===== src/rtl/unpacker_pkg.sv =====
// unpacker_pkg: shared helpers for the unpacker width converter.
package unpacker_pkg;

    // Counter width for n elements; a 1-bit minimum keeps n<=2 legal.
    function automatic int elem_count_width(input int n);
        return (n <= 2) ? 1 : $clog2(n);
    endfunction

endpackage


===== src/rtl/unpacker_cnt.sv =====
// unpacker_cnt: element index counter with clear, increment and wrap at max.
module unpacker_cnt
    import unpacker_pkg::*;
#(
    parameter int width_p = 1
) (
    input  logic               clk_i,
    input  logic               reset_ni,
    input  logic               clear_i,
    input  logic               incr_i,
    input  logic [width_p-1:0] max_i,
    output logic [width_p-1:0] count_o
);

    logic [width_p-1:0] count_q, count_d;

    // Wrapping at max keeps a non-power-of-two count from reaching max+1.
    always_comb count_d = clear_i ? '0
                        : incr_i  ? ((count_q == max_i) ? '0 : count_q + width_p'(1))
                        : count_q;

    always_ff @(posedge clk_i or negedge reset_ni)
        if (!reset_ni) count_q <= '0;
        else           count_q <= count_d;

    assign count_o = count_q;

endmodule


===== src/rtl/unpacker.sv =====
// unpacker: splits each packed word into packed_num_p elements, one per handshake.
module unpacker
    import unpacker_pkg::*;
#(
    parameter int unpacked_width_p = 2,
    parameter int packed_num_p     = 4,
    parameter int packed_width_p   = unpacked_width_p * packed_num_p,
    parameter bit msb_first_p      = 1'b0
) (
    input  logic                        clk_i,
    input  logic                        reset_ni,
    input  logic [packed_width_p-1:0]   packed_i,
    input  logic                        valid_i,
    output logic                        ready_o,
    output logic [unpacked_width_p-1:0] unpacked_o,
    output logic                        valid_o,
    output logic                        last_o,
    input  logic                        ready_i
);

    localparam int cw_lp = elem_count_width(packed_num_p);

    logic [packed_width_p-1:0] data_q, data_d;
    logic                      full_q, full_d;
    logic [cw_lp-1:0]          cnt_q;
    logic                      in_fire, out_fire, drain;

    assign last_o     = full_q & (cnt_q == cw_lp'(packed_num_p - 1));
    assign valid_o    = full_q;
    // ready_i feeds ready_o directly so a new word loads as the last element leaves.
    assign ready_o    = ~full_q | (last_o & ready_i);
    assign unpacked_o = msb_first_p ? data_q[packed_width_p-1 -: unpacked_width_p]
                                    : data_q[unpacked_width_p-1:0];

    assign in_fire  = valid_i & ready_o;
    assign out_fire = full_q & ready_i;
    assign drain    = out_fire & last_o;

    always_comb begin
        data_d = in_fire                ? packed_i
               : drain                  ? '0
               : out_fire & msb_first_p ? data_q << unpacked_width_p
               : out_fire               ? data_q >> unpacked_width_p
               : data_q;
        full_d = in_fire ? 1'b1 : drain ? 1'b0 : full_q;
    end

    always_ff @(posedge clk_i or negedge reset_ni) begin
        if (!reset_ni) begin
            data_q <= '0;
            full_q <= 1'b0;
        end else begin
            data_q <= data_d;
            full_q <= full_d;
        end
    end

    unpacker_cnt #(.width_p(cw_lp)) u_cnt (
        .clk_i   (clk_i),
        .reset_ni(reset_ni),
        .clear_i (in_fire | drain),
        .incr_i  (out_fire & ~last_o),
        .max_i   (cw_lp'(packed_num_p - 1)),
        .count_o (cnt_q)
    );

endmodule


===== config.mk =====
export PLATFORM = sky130hd
export DESIGN_NAME = unpacker
export DESIGN_NICKNAME = d
export VERILOG_FILES = /design/src/rtl/unpacker_pkg.sv /design/src/rtl/unpacker_cnt.sv /design/src/rtl/unpacker.sv
export SDC_FILE = /design/constraint.sdc
export NUM_CORES = 1
export LEC_CHECK = 0
export BUFFER_PORTS_ARGS = -buffer_cell sky130_fd_sc_hd__clkbuf_2
export CORE_MARGIN = 1.5
export CORE_UTILIZATION = 45
export DETAILED_ROUTE_END_ITERATION = 16
export PLACE_DENSITY = 0.72
export SLEW_MARGIN = 10
export SYNTH_ARGS = -nofsm -noshare
export SYNTH_HDL_FRONTEND = slang
export SYNTH_SLANG_ARGS = --single-unit

===== constraint.sdc =====
create_clock -name clk_i -period 1.5 [get_ports clk_i]
set_input_delay 0.225 -clock clk_i [delete_from_list [all_inputs] [get_ports clk_i]]
set_output_delay 0.225 -clock clk_i [all_outputs]
set_load 0.1 [all_outputs]

==> results.json, run 1 <==
{
  "outcome": "finished, violations left",
  "failed_checks": "negative setup slack",
  "arrival_ns": 1.70,
  "ant_diodes": 0,
  "globalplace.congestion": 0.6904,
  "worstPathCellList": "ha_4 -> buf_6 -> buf_8 -> mux2_4 -> mux2i_1 -> o22ai_1",
  "timing.setup.tns_ns": -0.1449,
  "area_growth_pct": 33.39,
  "clock_tree.htree_level_count": 1,
  "post_synth_main_area_contributors": "sky130_fd_sc_hd__dfrtp_1 (38%), sky130_fd_sc_hd__mux2i_1 (19%), sky130_fd_sc_hd__mux2_4 (12%), sky130_fd_sc_hd__o22ai_1 (5.1%), sky130_fd_sc_hd__buf_4 (4.1%)",
  "longest_clk_path_bufs": 2,
  "synth_seq_area_share_pct": 37.67,
  "power.leakage_uw": 0.0004800,
  "synth.lib_cells_used.distinct": 21,
  "endpoint_kind": "register",
  "layout-drive-gt1-share_pct": 47.13,
  "worst_ep_required_time_ns": 1.63,
  "power_density_nw_per_um2": 2011,
  "ioPinCount": 17,
  "fmax_mhz": 637.2,
  "period_minus_slack_ns": 1.569,
  "die-width_um": 43.30,
  "grt_pass1_wl_um": 2580,
  "critical_path.startpoint_type": "register",
  "period_utilization_post_route_pct": 104.6,
  "skew_ns": 0.004265,
  "detailed_router_s_first_iteration_violation_count": 7,
  "timing.critical_path.slowest_stage_cell": "sky130_fd_sc_hd__dfrtp_1",
  "clk_transition_reported_paths_ns": 0.08,
  "post-route-worst-setup-slack_ns": -0.06934,
  "hold_path_class": "in2reg",
  "yosysTopAreaCellShare_pct": 37.67,
  "cp_slowest_stage_delay_ns": 0.43,
  "grt_setup_unrepaired": "yes",
  "route.detailed.vias_per_inst": 5.670,
  "irDropWorstVdd_uv": 1450,
  "fin_nets": 101,
  "clkLatencyLatePin_ns": 0.26,
  "tightestPinTransition_ns": 0.5372,
  "std_cell_core_area_sq_um": 1506,
  "timing.critical_path.fanout_max": 5,
  "layoutNonFillerInstCount": 103,
  "synthesized_instance_count": 64,
  "numPortBuffers": 16,
  "antenna_violations_before_repair": 0,
  "fin_area_sq_um": 974.7,
  "dpl-instance-area_sq_um": 867.1,
  "grt_pass1_vias": 568,
  "final-hold-violation-count": 0,
  "die_h_um": 43.30,
  "hpwl_um": 1106,
  "mappedNetlistArea_sq_um": 730.7,
  "via_count": 584,
  "grt_start_max_net_pins": 17,
  "row_count": 14,
  "clk_root_buffer_cell": "sky130_fd_sc_hd__clkbuf_4",
  "final-setup-viol-count": 5,
  "route.final.wire_length_um": 1565,
  "cp_num_buf_inv": 2,
  "power_consumption_uw": 1960,
  "worstSetupPathType": "reg2reg",
  "yosysWarningCount": 0,
  "timing.final.max_slew_violations": 0,
  "synth.largest_area_cell": "sky130_fd_sc_hd__dfrtp_1",
  "slew_headroom_pct": 64.34,
  "design.die.area_sq_um": 1874,
  "tritoncts_num_sinks": 11,
  "cts_tree": "built",
  "drcViolationCount": 0,
  "postSynthNetCount": 77,
  "cts_buffers": 3,
  "gr-total-overflow": 0,
  "final_antenna_violating_net_count": 0,
  "critical_path.top_delay_family": "multiplexers",
  "synthesis.area_per_instance_sq_um": 11.42,
  "ys_ff_latch": 11,
  "total_placed_cells_including_tap_cells": 95,
  "drt_pre_antenna_iters": 4,
  "global_route.usage.total_pct": 17.97,
  "timing.max_cap.violations": 0,
  "effective_utilization_at_floorplan_pct": 48.50,
  "drt-wirelength-per-cell_um": 15.19
}
## metal layers
metal	up-vias	wire, um	GRT usage [%]
met2	12	793	29.55
li1	282	-	-
met1	288	708	24.73
met3	2	39	2.553
met4	0	23	4.242
met5	-	0	0
## stage by stage
step / setup slack, ns / utilization (%) / hold slack, ns
after detailed placement: -0.001405 / 57.56 / 0.1204
after floorplan: 0.008950 / - / -0.07059
after global placement: 0.06804 / 57.56 / 0.1173
final: -0.06934 / 64.70 / 0.2618
after global routing: -0.1316 / 64.70 / 0.2704
after CTS: -0.04672 / 63.04 / 0.2680
## logic make-up after synthesis
kind of cell    Yosys count  share of synthesized area, %
mux                      21                         33.05
compound gates           12                         10.96
simple gates             12                         8.905
flops                    11                         37.67
buf+inv                   7                         7.705
fa+ha+maj                 1                         1.712
## Yosys cell counts (all sizes together)
library cell  count
mux2i            14
dfrtp            11
mux2              7
buf               6
o22ai             6
nand2             4
a22o              2
nand4             2
nor2              2
o211ai            2
o21ai             2
and2              1
ha                1
inv               1
nand2b            1
nand3b            1
nor2b             1
## what timing repair did
action / CTS / global route
setup endpoints to repair: 3 / 8
pin swaps: 2 / 1
hold endpoints to repair: 11 / 0
hold buffers: 1 / 0
buffers inserted: 2 / 1
gates resized for setup: 9 / 3
## layout by cell type, fill, tap and decap left out
cell type | netlist | final
sky130_fd_sc_hd__nand2_4 | 0 | 2
sky130_fd_sc_hd__o22ai_1 | 6 | 6
sky130_fd_sc_hd__and2_4 | 0 | 1
sky130_fd_sc_hd__buf_4 | 4 | 4
sky130_fd_sc_hd__ha_4 | 0 | 1
sky130_fd_sc_hd__nor2b_1 | 1 | 1
sky130_fd_sc_hd__inv_1 | 1 | 1
sky130_fd_sc_hd__o21ai_0 | 1 | 1
sky130_fd_sc_hd__nand2b_1 | 1 | 1
sky130_fd_sc_hd__nor2_1 | 1 | 1
sky130_fd_sc_hd__clkbuf_2 | 0 | 13
sky130_fd_sc_hd__dfrtp_1 | 11 | 10
sky130_fd_sc_hd__mux2_4 | 6 | 6
sky130_fd_sc_hd__dlygate4sd3_1 | 0 | 1
sky130_fd_sc_hd__mux2_2 | 1 | 1
sky130_fd_sc_hd__clkbuf_4 | 0 | 3
sky130_fd_sc_hd__dfrtp_4 | 0 | 1
sky130_fd_sc_hd__a22o_1 | 2 | 2
sky130_fd_sc_hd__buf_12 | 0 | 3
sky130_fd_sc_hd__clkbuf_1 | 0 | 1
sky130_fd_sc_hd__mux2i_1 | 14 | 14
sky130_fd_sc_hd__nand4_1 | 2 | 2
sky130_fd_sc_hd__nand3b_1 | 1 | 1
sky130_fd_sc_hd__nor2_2 | 1 | 1
sky130_fd_sc_hd__o211ai_1 | 2 | 2
sky130_fd_sc_hd__nand2_1 | 4 | 2
sky130_fd_sc_hd__buf_6 | 2 | 3
sky130_fd_sc_hd__o21ai_2 | 0 | 1
sky130_fd_sc_hd__buf_8 | 0 | 1
## worst paths after layout
check	start	end	slack, ns	depth (start not counted)
min in group asynchronous	reset_ni	data_q[0]$_DFFE_PN0P_	0.37	2
hold / removal	packed_i[6]	data_q[6]$_DFFE_PN0P_	0.26	3
setup / recovery	u_cnt.count_o[1]$_DFFE_PN0P_	data_q[0]$_DFFE_PN0P_	-0.07	6
max in group asynchronous	reset_ni	valid_o$_DFFE_PN0P_	0.88	2
hold reg to reg	data_q[7]$_DFFE_PN0P_	data_q[7]$_DFFE_PN0P_	0.56	2
setup reg to reg	u_cnt.count_o[1]$_DFFE_PN0P_	data_q[0]$_DFFE_PN0P_	-0.07	6
## power by group
part | switching, uW | internal (uW)
Sequential | 120 | 412
Clock | 101 | 103
Combinational | 672 | 553
## worst min-delay path, delay by kind of cell
| kind | cells | cell delay, ns |
|---|---|---|
| and+or+nand+nor | 1 | 0.08 |
| AOI/OAI and AO/OA | 1 | 0.08 |
| buffers and inverters | 1 | 0.09 |
## flip-flops by register name (all words and copies together) (netlist names)
register       flops
u_cnt.count_o      2
data_q             8
valid_o            1
## cell type report
type,count,area [sq um]
Fill cell,124,531.8
Multi-Input combinational cell,46,431.7
Inverter,1,3.754
Tap cell,16,20.02
Clock buffer,4,26.28
Sequential cell,11,279.0
Timing Repair Buffer,25,214.0
No activity file was read; power rests on OpenSTA's default activity.
==> run 2, diff against run 1 <==
--- a/config.mk
+++ b/config.mk
@@ -10,6 +10,7 @@
 export CORE_UTILIZATION = 45
 export DETAILED_ROUTE_END_ITERATION = 16
 export PLACE_DENSITY = 0.72
+export SKIP_LAST_GASP = 1
 export SLEW_MARGIN = 10
 export SYNTH_ARGS = -nofsm -noshare
 export SYNTH_HDL_FRONTEND = slang
==> results.json, run 2 (synthesis gave the netlist of run 1 again) <==
{
  "final_cell_mix": "sky130_fd_sc_hd__mux2i_1 (14), sky130_fd_sc_hd__clkbuf_2 (13), sky130_fd_sc_hd__dfrtp_1 (10)",
  "irDropWorstVdd_uv": 1450,
  "endpoint_kind": "register",
  "tritoncts_num_sinks": 11,
  "tightestPinTransition_ns": 0.5372,
  "worst_hold_path_stage_count": 3,
  "timing.max_cap.violations": 0,
  "final-hold-violation-count": 0,
  "route.detailed.vias_per_inst": 5.644,
  "layoutNonFillerInstCount": 104,
  "longest_clk_path_bufs": 2,
  "grt_pass1_wl_um": 2615,
  "registers.top_by_ff_count": "data_q",
  "slew_headroom_pct": 64.34,
  "global_route.usage.total_pct": 18.23,
  "failed_checks": "negative setup slack",
  "row_count": 14,
  "arrival_ns": 1.70,
  "hold_path_class": "in2reg",
  "power.leakage_uw": 0.0004853,
  "die_h_um": 43.30,
  "layout-drive-gt1-share_pct": 47.73,
  "power_density_nw_per_um2": 2020,
  "design.die.area_sq_um": 1874,
  "timing.final.max_slew_violations": 0,
  "grt_pass1_vias": 560,
  "fin_nets": 102,
  "drcViolationCount": 0,
  "detailed_router_s_first_iteration_violation_count": 10,
  "via_count": 587,
  "clk_transition_reported_paths_ns": 0.08,
  "final_antenna_violating_net_count": 0,
  "ioPinCount": 17,
  "post-route-worst-setup-slack_ns": -0.06618,
  "grt_setup_unrepaired": "yes",
  "total_placed_cells_including_tap_cells": 95,
  "worst_ep_required_time_ns": 1.63,
  "numPortBuffers": 16,
  "hpwl_um": 1106,
  "antenna_violations_before_repair": 0,
  "area_growth_pct": 34.42,
  "ant_diodes": 0,
  "final_common_cell": "sky130_fd_sc_hd__mux2i_1",
  "clk_root_buffer_cell": "sky130_fd_sc_hd__clkbuf_4",
  "detailedPlace.worstSlack_ns": -0.001405,
  "outcome": "finished, violations left",
  "drt_pre_antenna_iters": 4,
  "worstSetupPathType": "reg2reg",
  "gr-total-overflow": 0,
  "timing.critical_path.fanout_max": 5,
  "filler_cell_count": 127,
  "final-setup-viol-count": 5,
  "period_utilization_post_route_pct": 104.4,
  "cts_buffers": 3,
  "route.final.wire_length_um": 1589,
  "period_minus_slack_ns": 1.566,
  "clock_tree.htree_level_count": 1,
  "drt-wirelength-per-cell_um": 15.28,
  "worstRegToRegCells": 6,
  "grt_start_max_net_pins": 17,
  "effective_utilization_at_floorplan_pct": 48.50,
  "cts_tree": "built",
  "clkLatencyLatePin_ns": 0.26,
  "std_cell_core_area_sq_um": 1506,
  "globalplace.congestion": 0.6904,
  "fmax_mhz": 638.5,
  "number_of_flip_flops_in_the_largest_register": 8,
  "die-width_um": 43.30,
  "skew_ns": 0.004624,
  "critical_path.startpoint_type": "register"
}
[run 2: report_power, final]
| group | switching (uW) | internal [uW] | leakage [uW] |
|---|---|---|---|
| logic | 678 | 569 | 0.000330 |
| clock network | 101 | 103 | 0.0000150 |
| registers | 122 | 412 | 0.000140 |
[run 2: cell type report]
| type | count | area [sq um] | share of cell area (%) |
|---|---|---|---|
| Tap cell | 16 | 20.02 | 2.038 |
| Clock buffer | 4 | 26.28 | 2.675 |
| Multi-Input combinational cell | 46 | 431.7 | 43.95 |
| Inverter | 1 | 3.754 | 0.3822 |
| Timing Repair Buffer | 26 | 221.5 | 22.55 |
| Sequential cell | 11 | 279.0 | 28.41 |
[run 2: through the flow]
step	util (%)	power [uW]	TNS, ns	hold WS (ns)	area, sq um
final	65.20	1984	-0.1578	0.2622	982.2
after global routing	65.20	2098	-0.5126	0.2704	982.2
after CTS	62.79	1898	-0.1931	0.2680	945.9
after detailed placement	57.56	1613	-0.001405	0.1204	867.1
after global placement	57.56	1584	0	0.1173	867.1
after floorplan	-	1383	0	-0.07059	737.0
[run 2: layer usage]
layer,wire [um],up-vias,track usage (%)
met5,0,-,0
met4,14,0,1.818
met3,43,2,2.553
met2,807,12,30.75
met1,723,288,25.53
li1,-,285,-
[run 2: worst max-delay path, stage by stage (launching register included)]
cell                      delay (ns)
sky130_fd_sc_hd__dfrtp_1        0.43
sky130_fd_sc_hd__ha_4           0.19
sky130_fd_sc_hd__buf_6          0.12
sky130_fd_sc_hd__buf_8          0.12
sky130_fd_sc_hd__mux2_4         0.28
sky130_fd_sc_hd__mux2i_1        0.17
sky130_fd_sc_hd__o22ai_1        0.12
[run 2: final timing paths]
| kind | startpoint | endpoint | slack [ns] |
|---|---|---|---|
| worst min-delay path | packed_i[6] | data_q[6]$_DFFE_PN0P_ | 0.26 |
| max in group asynchronous | reset_ni | valid_o$_DFFE_PN0P_ | 0.86 |
| worst min register to register | data_q[7]$_DFFE_PN0P_ | data_q[7]$_DFFE_PN0P_ | 0.57 |
| worst max-delay path | u_cnt.count_o[1]$_DFFE_PN0P_ | data_q[0]$_DFFE_PN0P_ | -0.07 |
| min in group asynchronous | reset_ni | data_q[0]$_DFFE_PN0P_ | 0.38 |
| worst max register to register | u_cnt.count_o[1]$_DFFE_PN0P_ | data_q[0]$_DFFE_PN0P_ | -0.07 |
[run 2: what timing repair did]
action	in CTS	in global routing
cloned	0	0
pin swaps	2	1
gates resized for setup	8	4
hold buffers	1	0
hold endpoints to repair	11	0
endpoints found under the setup margin	3	8
buffers inserted	2	2
==> run 3, diff against run 2 <==
--- a/config.mk
+++ b/config.mk
@@ -9,7 +9,7 @@
 export CORE_MARGIN = 1.5
 export CORE_UTILIZATION = 45
 export DETAILED_ROUTE_END_ITERATION = 16
-export PLACE_DENSITY = 0.72
+export PLACE_DENSITY = 0.8
 export SKIP_LAST_GASP = 1
 export SLEW_MARGIN = 10
 export SYNTH_ARGS = -nofsm -noshare
==> constraint.sdc (replaced) <==
create_clock -name clk_i -period 1.65 [get_ports clk_i]
set_input_delay 0.2475 -clock clk_i [delete_from_list [all_inputs] [get_ports clk_i]]
set_output_delay 0.2475 -clock clk_i [all_outputs]
set_load 0.1 [all_outputs]
==> results.json, run 3 (synthesis gave the netlist of run 1 again) <==
{
  "registers.top_by_ff_count": "data_q",
  "endpoint_kind": "primary output",
  "timing.critical_path.fanout_max": 4,
  "period_utilization_post_route_pct": 97.77,
  "period_minus_slack_ns": 1.613,
  "clkLatencyLatePin_ns": 0.26,
  "row_count": 14,
  "gr-total-overflow": 0,
  "grt_start_max_net_pins": 17,
  "via_count": 573,
  "globalplace.congestion": 0.7441,
  "grt_pass1_wl_um": 2504,
  "worst_hold_path_stage_count": 3,
  "drt_pre_antenna_iters": 4,
  "ant_diodes": 0,
  "critical_path.startpoint_type": "register",
  "finalCoreUtilization_pct": 59.88,
  "final_common_cell": "sky130_fd_sc_hd__mux2i_1",
  "drcViolationCount": 0,
  "layout-drive-gt1-share_pct": 43.53,
  "cp_slowest_stage_delay_ns": 0.40,
  "power_consumption_uw": 1670,
  "route.detailed.vias_per_inst": 5.673,
  "arrival_ns": 1.37,
  "irDropWorstVdd_uv": 738.7,
  "cp_num_buf_inv": 2,
  "worstPathCellList": "ha_1 -> buf_6 -> and2_2 -> buf_12",
  "outcome": "finished, final reports clean",
  "clk_transition_reported_paths_ns": 0.07,
  "std_cell_core_area_sq_um": 1506,
  "area_growth_pct": 23.46,
  "drt-wirelength-per-cell_um": 14.79,
  "worstRegToRegCells": 6,
  "numPortBuffers": 16,
  "cts_buffers": 3,
  "fmax_mhz": 619.9,
  "r2r_slack_ns": 0.10,
  "cts_tree": "built",
  "total_placed_cells_including_tap_cells": 92,
  "die-width_um": 43.30,
  "power.leakage_uw": 0.0004487,
  "worst_ep_required_time_ns": 1.40,
  "longest_clk_path_bufs": 2,
  "tightestPinTransition_ns": 0.5389,
  "final-hold-violation-count": 0,
  "startpoint_of_the_worst_hold_path": "packed_i[7]",
  "capture_instance_of_the_worst_register_to_register_path": "data_q[2]$_DFFE_PN0P_",
  "fin_nets": 99,
  "layoutNonFillerInstCount": 101,
  "global_route.usage.total_pct": 18.51,
  "grt_setup_unrepaired": "no",
  "slew_headroom_pct": 64.23,
  "tritoncts_num_sinks": 11,
  "final_antenna_violating_net_count": 0,
  "r2r_start": "u_cnt.count_o[1]$_DFFE_PN0P_",
  "timing.max_cap.violations": 0,
  "grt_pass1_vias": 547,
  "worstSetupPathType": "reg2out",
  "route.final.wire_length_um": 1494,
  "skew_ns": 0.0007815,
  "final-setup-viol-count": 0,
  "clock_tree.htree_level_count": 1,
  "detailed_router_s_first_iteration_violation_count": 6,
  "die_h_um": 43.30,
  "ioPinCount": 17,
  "timing.critical_path.slowest_stage_cell": "sky130_fd_sc_hd__dfrtp_1",
  "effective_utilization_at_floorplan_pct": 48.50,
  "antenna_violations_before_repair": 0,
  "holdPathEnd": "data_q[7]$_DFFE_PN0P_",
  "critical_path.top_delay_family": "flip-flops",
  "timing.final.max_slew_violations": 0,
  "clk_root_buffer_cell": "sky130_fd_sc_hd__clkbuf_4",
  "timing.setup.tns_ns": 0,
  "final_cell_mix": "sky130_fd_sc_hd__mux2i_1 (14), sky130_fd_sc_hd__clkbuf_2 (13), sky130_fd_sc_hd__dfrtp_1 (10)",
  "hold_path_class": "in2reg",
  "design.die.area_sq_um": 1874,
  "power_density_nw_per_um2": 1851,
  "number_of_flip_flops_in_the_largest_register": 8
}
## run 3: cell count changes in the layout (fill, tap and decap cells not counted), sizes merged
cell / before / now
buf: 12 / 9
## run 3: per-stage QoR
step                      cell area, sq um  hold slack [ns]  worst slack, ns
after floorplan                      734.5         -0.04809          0.02601
after detailed placement             829.5           0.1460          0.09735
after global placement               829.5           0.1414           0.1673
final                                902.1           0.2841          0.03677
after global routing                 902.1           0.2945         0.004034
after CTS                            892.1           0.2765          0.02977
## run 3: worst max-delay path by stage
stage	cells past startpoint	slack (ns)	end	from
after floorplan	2	0.03	last_o	valid_o$_DFFE_PN0P_
after global placement	5	0.17	data_q[0]$_DFFE_PN0P_	u_cnt.count_o[0]$_DFFE_PN0P_
after detailed placement	5	0.1	data_q[4]$_DFFE_PN0P_	u_cnt.count_o[0]$_DFFE_PN0P_
after CTS	4	0.03	last_o	u_cnt.count_o[1]$_DFFE_PN0P_
after global routing	4	0.004	last_o	u_cnt.count_o[1]$_DFFE_PN0P_
final	4	0.04	last_o	u_cnt.count_o[1]$_DFFE_PN0P_
## run 3: where the power goes
part / internal [uW] / switching, uW
Sequential: 372 / 89.7
Clock: 93.5 / 94.8
Combinational: 434 / 586
## run 3: cell type report
cell class                 instances  area (sq um)
tap                               16         20.02
fill                             127         604.3
sequential                        11         276.5
multi-input combinational         46         404.1
clock buffer                       4         26.28
timing repair buffer              23         171.4
inverter                           1         3.754
## run 3: metal layers
metal	wire (um)	vias to the layer above	share of wire [%]	global-route usage, %
li1	-	283	-	-
met1	713	279	48	25.07
met2	730	9	49	28.66
met3	36	2	2.4	2.553
met4	14	0	0.94	9.091
met5	0	-	0	0
## run 3: worst register-to-register path: stages (launching register included)
cell and delay [ns]:
sky130_fd_sc_hd__dfrtp_1 0.40, sky130_fd_sc_hd__ha_1 0.20, sky130_fd_sc_hd__buf_6 0.13, sky130_fd_sc_hd__buf_4 0.15, sky130_fd_sc_hd__mux2_4 0.29, sky130_fd_sc_hd__mux2i_1 0.15, sky130_fd_sc_hd__o22ai_1 0.09
## run 3: what timing repair did
action / CTS / global route
hold buffers: 1 / 0
endpoints found under the setup margin: 2 / 1
resized for setup: 1 / 1
endpoints found under the hold margin: 11 / 0
buffers inserted: 3 / 1
